**src/rtl/agc_core_param_if.sv**
```systemverilog
// Sample/control bundle between the AGC core and its source/sink.
// The master side drives samples and settings, the slave side is the core.
interface agc_core_param_if #(
    parameter int unsigned DATA_W = 8,
    parameter int unsigned GAIN_W = 8
);
    logic              in_valid;
    logic [DATA_W-1:0] in_data;
    logic [DATA_W-1:0] target;
    logic [1:0]        mode;
    logic [GAIN_W-1:0] fixed_gain;
    logic              out_valid;
    logic [DATA_W-1:0] out_data;
    logic              clipped;
    logic [GAIN_W-1:0] gain;
    logic [1:0]        agc_state;

    modport master (
        output in_valid, in_data, target, mode, fixed_gain,
        input  out_valid, out_data, clipped, gain, agc_state
    );

    modport slave (
        input  in_valid, in_data, target, mode, fixed_gain,
        output out_valid, out_data, clipped, gain, agc_state
    );
endinterface

```
**src/rtl/agc_core_param.sv**
```systemverilog
// Parametrised AGC: registers a sample, scales it by an adaptive gain with
// saturation, then updates envelope and gain FSM one enabled edge later.
module agc_core_param #(
    parameter int unsigned DATA_W    = 8,
    parameter int unsigned GAIN_W    = 8,
    parameter int unsigned FRAC      = 4,
    parameter int unsigned ENV_SHIFT = 4,
    parameter int unsigned HOLD_LEN  = 16
) (
    input  logic            clk,
    input  logic            reset,
    input  logic            clk_enable,
    agc_core_param_if.slave bus
);
    localparam int unsigned PROD_W = DATA_W + GAIN_W + 1;
    localparam int unsigned HOLD_W = $clog2(HOLD_LEN + 1);
    localparam logic signed [PROD_W-1:0] MAX_V = PROD_W'((1 << (DATA_W - 1)) - 1);
    localparam logic signed [PROD_W-1:0] MIN_V = ~MAX_V;
    localparam logic [GAIN_W-1:0] UNITY    = GAIN_W'(1 << FRAC);
    localparam logic [GAIN_W-1:0] GAIN_MAX = '1;

    localparam logic [1:0] MODE_BYPASS = 2'b00;
    localparam logic [1:0] MODE_FIXED  = 2'b01;
    localparam logic [1:0] MODE_AUTO   = 2'b10;
    localparam logic [1:0] MODE_FROZEN = 2'b11;

    typedef enum logic [1:0] {
        ST_SETTLED = 2'd0,
        ST_ATTACK  = 2'd1,
        ST_HOLD    = 2'd2,
        ST_RELEASE = 2'd3
    } agc_state_e;

    logic              s1_valid_q, s1_valid_d;
    logic [DATA_W-1:0] s1_data_q, s1_data_d;
    logic [1:0]        s1_mode_q, s1_mode_d;
    logic              out_valid_q, out_valid_d;
    logic [DATA_W-1:0] out_data_q, out_data_d;
    logic              clipped_q, clipped_d;
    logic [1:0]        out_mode_q, out_mode_d;
    logic [GAIN_W-1:0] gain_q, gain_d;
    logic [DATA_W-1:0] env_q, env_d;
    logic [HOLD_W-1:0] hold_q, hold_d;
    agc_state_e        state_q, state_d;

    logic signed [PROD_W-1:0] samp_ext, gain_ext, prod, shifted;
    logic [DATA_W-1:0]        scaled;
    logic                     scaled_clip;
    logic [DATA_W-1:0]        abs_val, decayed, env_next, rel_thr;

    // Stage 2 datapath: signed multiply, floor shift, clamp
    always_comb begin
        samp_ext    = PROD_W'($signed(s1_data_q));
        gain_ext    = $signed(PROD_W'(gain_q));
        prod        = samp_ext * gain_ext;
        shifted     = prod >>> FRAC;
        scaled      = DATA_W'(shifted);
        scaled_clip = 1'b0;
        if (s1_mode_q == MODE_BYPASS) begin
            scaled = s1_data_q;
        end else if (shifted > MAX_V) begin
            scaled      = DATA_W'(MAX_V);
            scaled_clip = 1'b1;
        end else if (shifted < MIN_V) begin
            scaled      = DATA_W'(MIN_V);
            scaled_clip = 1'b1;
        end
    end

    // Envelope follower on the registered output; |-2^(N-1)| wraps to 2^(N-1) unsigned
    always_comb begin
        abs_val  = out_data_q[DATA_W-1] ? (~out_data_q) + DATA_W'(1) : out_data_q;
        decayed  = env_q - (env_q >> ENV_SHIFT);
        env_next = (abs_val > decayed) ? abs_val : decayed;
        rel_thr  = bus.target - (bus.target >> 3);
    end

    always_comb begin
        s1_valid_d  = bus.in_valid;
        s1_data_d   = s1_data_q;
        s1_mode_d   = s1_mode_q;
        out_valid_d = s1_valid_q;
        out_data_d  = out_data_q;
        clipped_d   = clipped_q;
        out_mode_d  = out_mode_q;
        gain_d      = gain_q;
        env_d       = env_q;
        hold_d      = hold_q;
        state_d     = state_q;

        if (bus.in_valid) begin
            s1_data_d = bus.in_data;
            s1_mode_d = bus.mode;
        end

        if (s1_valid_q) begin
            out_data_d = scaled;
            clipped_d  = scaled_clip;
            out_mode_d = s1_mode_q;
        end

        // Control step for the sample presented on the output last cycle
        if (out_valid_q) begin
            env_d = env_next;
            case (out_mode_q)
                MODE_FIXED: gain_d = bus.fixed_gain;
                MODE_AUTO, MODE_FROZEN: begin
                    if (env_next > bus.target) begin
                        hold_d  = HOLD_W'(HOLD_LEN);
                        state_d = ST_ATTACK;
                        if (out_mode_q == MODE_AUTO)
                            gain_d = (gain_q > GAIN_W'(1)) ? gain_q - GAIN_W'(1) : GAIN_W'(1);
                    end else if (hold_q != '0) begin
                        hold_d  = hold_q - HOLD_W'(1);
                        state_d = ST_HOLD;
                    end else if (env_next < rel_thr) begin
                        state_d = ST_RELEASE;
                        if (out_mode_q == MODE_AUTO && gain_q != GAIN_MAX)
                            gain_d = gain_q + GAIN_W'(1);
                    end else begin
                        state_d = ST_SETTLED;
                    end
                end
                default: ;
            endcase
        end
    end

    always_ff @(posedge clk) begin
        if (reset) begin
            s1_valid_q  <= 1'b0;
            s1_data_q   <= '0;
            s1_mode_q   <= MODE_BYPASS;
            out_valid_q <= 1'b0;
            out_data_q  <= '0;
            clipped_q   <= 1'b0;
            out_mode_q  <= MODE_BYPASS;
            gain_q      <= UNITY;
            env_q       <= '0;
            hold_q      <= '0;
            state_q     <= ST_SETTLED;
        end else if (clk_enable) begin
            s1_valid_q  <= s1_valid_d;
            s1_data_q   <= s1_data_d;
            s1_mode_q   <= s1_mode_d;
            out_valid_q <= out_valid_d;
            out_data_q  <= out_data_d;
            clipped_q   <= clipped_d;
            out_mode_q  <= out_mode_d;
            gain_q      <= gain_d;
            env_q       <= env_d;
            hold_q      <= hold_d;
            state_q     <= state_d;
        end
    end

    assign bus.out_valid = out_valid_q;
    assign bus.out_data  = out_data_q;
    assign bus.clipped   = clipped_q;
    assign bus.gain      = gain_q;
    assign bus.agc_state = state_q;
endmodule

```
**src/flat_wrapper.sv**
```systemverilog
// flat-port wrapper written by rule: the top's interface ports become plain ports
module agc_core_param_flat 
#(
    parameter int unsigned DATA_W    = 8,
    parameter int unsigned GAIN_W    = 8,
    parameter int unsigned FRAC      = 4,
    parameter int unsigned ENV_SHIFT = 4,
    parameter int unsigned HOLD_LEN  = 16
)
  (clk, reset, clk_enable, bus_in_valid, bus_in_data, bus_target, bus_mode, bus_fixed_gain, bus_out_valid, bus_out_data, bus_clipped, bus_gain, bus_agc_state);
  agc_core_param_if #(.DATA_W(DATA_W), .GAIN_W(GAIN_W)) bus_i ();
  input  logic clk;
  input  logic reset;
  input  logic clk_enable;
  input wire logic [$bits(bus_i.in_valid)-1:0] bus_in_valid;
  input wire logic [$bits(bus_i.in_data)-1:0] bus_in_data;
  input wire logic [$bits(bus_i.target)-1:0] bus_target;
  input wire logic [$bits(bus_i.mode)-1:0] bus_mode;
  input wire logic [$bits(bus_i.fixed_gain)-1:0] bus_fixed_gain;
  output wire logic [$bits(bus_i.out_valid)-1:0] bus_out_valid;
  output wire logic [$bits(bus_i.out_data)-1:0] bus_out_data;
  output wire logic [$bits(bus_i.clipped)-1:0] bus_clipped;
  output wire logic [$bits(bus_i.gain)-1:0] bus_gain;
  output wire logic [$bits(bus_i.agc_state)-1:0] bus_agc_state;
  assign bus_i.in_valid = bus_in_valid;
  assign bus_i.in_data = bus_in_data;
  assign bus_i.target = bus_target;
  assign bus_i.mode = bus_mode;
  assign bus_i.fixed_gain = bus_fixed_gain;
  assign bus_out_valid = bus_i.out_valid;
  assign bus_out_data = bus_i.out_data;
  assign bus_clipped = bus_i.clipped;
  assign bus_gain = bus_i.gain;
  assign bus_agc_state = bus_i.agc_state;
  agc_core_param #(.DATA_W(DATA_W), .GAIN_W(GAIN_W), .FRAC(FRAC), .ENV_SHIFT(ENV_SHIFT), .HOLD_LEN(HOLD_LEN)) u_core (.clk(clk), .reset(reset), .clk_enable(clk_enable), .bus(bus_i));
endmodule
```
**config.mk**
```make
export PLATFORM = sky130hd
export DESIGN_NAME = agc_core_param_flat
export DESIGN_NICKNAME = d
export VERILOG_FILES = /design/src/rtl/agc_core_param_if.sv /design/src/rtl/agc_core_param.sv /design/src/flat_wrapper.sv
export SDC_FILE = /design/constraint.sdc
export NUM_CORES = 1
export LEC_CHECK = 0
export CAP_MARGIN = 20
export CORE_ASPECT_RATIO = 2
export CORE_MARGIN = 2
export CORE_UTILIZATION = 34
export CTS_CLUSTER_DIAMETER = 120
export DETAILED_ROUTE_END_ITERATION = 10
export HOLD_SLACK_MARGIN = 0.02
export PLACE_DENSITY = 0.55
export SETUP_SLACK_MARGIN = 0.2
export SYNTH_ARGS = -nofsm -noshare
export SYNTH_HDL_FRONTEND = slang
export SYNTH_SLANG_ARGS = --single-unit
```
**constraint.sdc**
```tcl
create_clock -name clk -period 8.2 [get_ports clk]
set_clock_uncertainty 0.15 [all_clocks]
set_input_delay 1.23 -clock clk [delete_from_list [all_inputs] [get_ports clk]]
set_output_delay 1.23 -clock clk [all_outputs]
set_load 0.03 [all_outputs]
```
# After elaboration in Yosys (flattened, before gate mapping)
# Index checks and enable logic that the tools add are counted.
# totals
reg_bits	46
inputBits	30
out_inout_bits	20
wordCells	65
# op_classes
n_reduce_logical	12
n_addsub	6
n_bitwise	1
n_mul	1
order_cmp	6
muxes	20
n_eq_ne	8
# ops
op	count
8-bit 2-to-1 mux	11
8-bit by 9-bit multiplier with 17-bit output	1
8-bit by 1-bit adder with 8-bit output (second input constant)	2
8-bit > comparator	2
8-bit case mux with 2 select lines	1
13-bit by 8-bit > comparator with 1-bit output (second input constant)	1
13-bit by 8-bit less-than comparator with 1-bit output (second input constant)	1
5-bit 2-to-1 mux	2
8-bit by 1-bit > comparator with 1-bit output (second input constant)	1
8-bit less-than comparator	1
8-bit inequality test (second input constant)	1
8-bit NOT	1
8-bit by 1-bit subtractor with 8-bit output (second input constant)	1
8-bit by 4-bit subtractor with 8-bit output	1
8-bit by 5-bit subtractor with 8-bit output	1
7-bit AND reduction	1
2-bit 2-to-1 mux	3
3-bit by 1-bit inequality test with 1-bit output (second input constant)	2
2-bit AND reduction	3
5-bit nonzero test	1
5-bit by 1-bit subtractor with 5-bit output (second input constant)	1
2-bit == test (second input constant)	2
4-bit AND reduction	1
2-bit nonzero test	2
8 further kinds	10

# Logic depth before layout (Yosys ltp)
# logic_depth
ltp_word	10
mapped_depth	24
mapped_depth_nobuf	22

# Worst setup path after synthesis
# OpenSTA, ideal clock, no wires.
# synth_timing
path_kind	reg-to-reg
start	register u_core.env_q[5]
end	register u_core.gain_q[4] (netlist: u_core.bus.gain[4])
t_required_ns	7.925
setup_slack_ns	2.645
stages_incl_launch_ff	23
synth_period_minus_slack_ns	5.555
arrival_ns	5.280
n_path_buf	2
cell_sequence	dfxtp_1 > inv_1 > ha_1 > nor2b_1 > o21ai_0 > a21boi_0 > or4_1 > and2_1 > ha_1 > nand4_1 > o21ai_0 > and2_1 > buf_2 > mux2_2 > ha_1 > nor2b_1 > o21bai_1 > and4b_1 > buf_2 > nor2_1 > mux2_2 > o211a_1 > o41a_1
# synth_via
elab_chain_cells	6
# synth_lines
item	line_no	rtl
start, declared	agc_core_param.sv:42	logic [DATA_W-1:0] env_q, env_d;
start signal, assigned	agc_core_param.sv:151	env_q <= env_d;
8-bit by 4-bit subtractor with 8-bit output (*)	agc_core_param.sv:73	decayed = env_q - (env_q >> ENV_SHIFT);
8-bit > comparator	agc_core_param.sv:74	env_next = (abs_val > decayed) ? abs_val : decayed;
8-bit 2-to-1 mux (*)	agc_core_param.sv:74	
via u_core.env_next[1]	agc_core_param.sv:49	logic [DATA_W-1:0] abs_val, decayed, env_next, rel_thr;
8-bit > comparator or 8-bit less-than comparator (tied branches)	agc_core_param.sv:108, agc_core_param.sv:116	
3-bit inequality test (no line), or another cell as far along	--	
7-bit AND reduction (no line) or 8-bit case mux with 2 select lines (tied branches)	--	
end signal, assigned	agc_core_param.sv:150	gain_q <= gain_d;
end, declared	agc_core_param.sv:41	logic [GAIN_W-1:0] gain_q, gain_d;
# Mark *: on every way through the listed nets, which the timed path passes. The rest lies on a longest branch.
# A chain may end at the register's enable or synchronous reset.

# Worst setup path in the final report
# Ends and elaborated chain as after synthesis.

==> results.tsv <==
stage	metric	value	unit
sta	period_minus_slack	6.29	ns
die	coreArea	0.0178	sq mm
drt	drc_errors	0	
job	maxCapViolations	0	
die	fp.dieW	99.2	microns
drt	num_vias	5612	
pwr	p_per_area	103	mW/mm^2
global_route	grtUsageMet2	40.2	%
clocking	ctsLongestPathBuffers	2	
clocking	cts_made_buffers	5	
global_route	use_met1	18.6	%
min_path	min_path_type	register to register	
critical_path	cp_cell_sequence	inv_1, ha_1, nor2b_1, o21ai_0, a21boi_0, or4_1, and2_1, ha_1, nand4_1, o21ai_0, and2_1, mux2_2, ha_1, nor2b_1, o21bai_1, and4b_1, nor2_1, mux2_2, o211a_1, o41a_1	
pwr	seq_power_share	33.2	%
final_layout	final_util	39.0	%
die	die_h	194	microns
clocking	htreeDepth	2	
sta	setup_viol_count_final	0	
place	io_buffers	49	
clocking	cts_tree	done	
clocking	clock_latency	0.31	ns
logic_synthesis	ys.flop_type	dfxtp_1	
min_path	min_from	u_core.env_q[0]	
min_path	hold_depth	2	
logic_synthesis	syn_area_per_cell	7.94	sq um
sta	hold_viol	0	
logic_synthesis	yosysTopAreaCellShare	16.0	%
drt	routedWlPerCell	18.3	microns
logic_synthesis	syn-cell-area	0.00616	sq mm
critical_path	crit_required	8.24	ns
critical_path	critical-path-top-delay-family	simple AND/OR/NAND/NOR gates	
critical_path	path_buf_inv	1	
drt	drt-initial-drc-count	224	
final_layout	finalNetCount	947	
logic_synthesis	synthTopCellsByArea	ha_1 16%, dfxtp_1 15%, fa_1 12%	
critical_path	critPathMostFrequentCell	ha_1	
critical_path	r2r-end	u_core.bus.gain[4]	
global_route	grt_pass1_wl	29.9	mm
pwr	switchingPower	249	uW
pwr	p_total	716	uW
logic_synthesis	ys_seq_area_share	14.9	%
min_path	min_to	u_core.env_q[0]	
sta	tns	0	ns
final_layout	n_antenna_cell	0	
critical_path	cp_slowest_cell	nor2_1	
drt	drtPass1Iterations	4	
logic_synthesis	ys_types	80	
critical_path	crit_path_start	u_core.env_q[5]	
clocking	cts-root-buf	clkbuf_16	
logic_synthesis	synth_top_area_cell	ha_1	
die	die_area	0.0193	sq mm
logic_synthesis	synth_fp_nets	923	
sta	fin_crit_sh	76.7	%
logic_synthesis	synth_edf_count	0	
pwr	p_comb_share	32.1	%
global_route	grt-ovfl-total	0	
pwr	pwr-share-clk	34.7	%
place	dp_hpwl	15.0	mm
global_route	grt_pass1_vias	5854	
clocking	ctsHoldBuffers	0	
global_route	use_met3	1.29	%
global_route	grt_max_degree	49	
pwr	power_leakage	3.13	nW
sta	slew_headroom	47.1	%
die	start_util	34.6	%
drt	via_per_inst	5.53	
drt	routed_wl	18.5	mm
die	num_rows	69	
logic_synthesis	syn_inst	776	
final_layout	area_growth	12.7	%
critical_path	cp-start-kind	register	
final_layout	layout_common_cells	93 x inv_1, 83 x nand2_1, 79 x ha_1, 52 x a21oi_1, 48 x clkdlybuf4s50_1	
pwr	sw_frac_of_total	34.8	%
critical_path	end_kind	register	
logic_synthesis	ys_seq_elements	46	
drt	ant_nets	0	
critical_path	r2r_start	u_core.env_q[5]	
clocking	cts.sinks	46	
critical_path	reg2regPathDepth	20	
sta	fmax	159	MHz
status	status	complete, no violations	
clocking	clk_pin_slew	0.07	ns
clocking	ctsResizeCount	0	
sta	rsz0062_at_grt	false	
critical_path	critical_path_class	register to register	
critical_path	slowest_delay	0.56	ns
critical_path	critPathMaxFanout	10	
pwr	vdd_ir_drop_max	70.9	uV
global_route	busiest_layer	met2	
sta	slew_viol_final	0	
pwr	internal_power	466	uW
final_layout	layout_commonest_cell	inv_1	
critical_path	r2r_setup_slack	1.91	ns
sta	worstMarginPinSlew	0.787	ns
clocking	post_cts_buffers	0	
sta	holdWs	0.306	ns
logic_synthesis	yosys_warnings	0	
logic_synthesis	synthArstFlopShare	0	%
place	gp_congestion	0.923	
die	io_pins	50	
global_route	antenna_found_initial	0	
global_route	grt_use_total	19.8	%
critical_path	cp.arrival	6.33	ns
final_layout	drive_gt1_share	4.12	%
-- Yosys cell counts, types with 4 or more instances --
| master | count |
|---|---|
| dfxtp_1 | 46 |
| nand2_1 | 83 |
| ha_1 | 79 |
| o31ai_1 | 4 |
| nor3_1 | 21 |
| o21bai_1 | 7 |
| or3_1 | 8 |
| fa_1 | 38 |
| nand2b_1 | 10 |
| a21boi_0 | 4 |
| a21oi_1 | 52 |
| and2_1 | 43 |
| nor4_1 | 9 |
| a211o_1 | 4 |
| clkbuf_1 | 22 |
| a31oi_1 | 6 |
| o21a_1 | 4 |
| nand3_1 | 11 |
| buf_2 | 6 |
| nor2b_1 | 12 |
| a211oi_1 | 4 |
| a21o_1 | 11 |
| and3_1 | 11 |
| mux2i_1 | 10 |
| nor2_1 | 41 |
| a221oi_1 | 5 |
| o211ai_1 | 7 |
| xnor2_1 | 18 |
| inv_1 | 93 |
| o21ai_0 | 25 |
| xor2_1 | 8 |
| nand4_1 | 6 |
-- worst max-delay path by stage --
stage	endpoint	cells after the start
3_3_place_gp	u_core.bus.gain[4]	20
3_5_place_dp	u_core.bus.gain[4]	20
2_1_floorplan	u_core.bus.gain[4]	22
5_1_grt	u_core.bus.gain[4]	20
4_1_cts	u_core.bus.gain[4]	20
6_report	u_core.bus.gain[4]	20
-- sequential cells by signal, indices dropped and copies added (netlist names), 2 cells and up --
register,flops
u_core.bus.gain,8
u_core.s1_data_q,8
u_core.env_q,8
u_core.hold_q,5
u_core.bus.agc_state,2
u_core.out_mode_q,2
u_core.s1_mode_q,2
u_core.bus.out_data,8
-- cell type report --
type                       instances  area, sq um
multi-input combinational        604         4750
sequential                        46          921
clock buffer                       6          129
fill                            1880        10800
inverter                          93          349
timing repair buffer              50          493
tap                              213          267
clock inverter                     2         37.5
-- cell families (layout without fill, tap and decap cells) --
group	after synthesis	in the layout	synth area share [%]
adders and majority gates	117	117	28.4
buffers and inverters	126	151	7.98
muxes	14	14	2.42
AOI/OAI and AO/OA	169	169	18.5
and+or+nand+nor	277	277	23.8
DFF	46	46	14.9
xor gates and xnor gates	27	27	3.96
-- power groups by stage --
stage	sequential [mW]	combinational, mW	clock, mW
after floorplan	0.240	0.162	0
after global placement	0.243	0.226	0
after detailed placement	0.243	0.229	0
after CTS	0.238	0.230	0.251
after global routing	0.239	0.255	0.258
final	0.238	0.230	0.248
-- metal layers --
metal  vias to the layer above  wire [microns]
met4                         0             989
met3                        52             461
met2                       114           10700
met1                      2709            6400
met5                         -               0
li1                       2737               -
-- metrics by stage --
| stage | area (sq um) | cells | worst slack, ns |
|---|---|---|---|
| finish | 6940 | 1014 | 1.91 |
| global route | 6940 | 1014 | 1.48 |
| CTS | 6940 | 1014 | 1.93 |
| detailed placement | 6780 | 1006 | 1.96 |
| global placement | 6780 | 1006 | 2.03 |
| floorplan | 6160 | 776 | 2.64 |
-- worst register-to-register path, stage by stage, from the launching register on --
cell and delay [ns]:
dfxtp_1 0.45, inv_1 0.07, ha_1 0.26, nor2b_1 0.12
o21ai_0 0.20, a21boi_0 0.20, or4_1 0.53, and2_1 0.18
ha_1 0.30, nand4_1 0.10, o21ai_0 0.42, and2_1 0.45
mux2_2 0.44, ha_1 0.29, nor2b_1 0.13, o21bai_1 0.09
and4b_1 0.27, nor2_1 0.56, mux2_2 0.41, o211a_1 0.20
o41a_1 0.35
No activity file was read; power rests on OpenSTA's default activity.
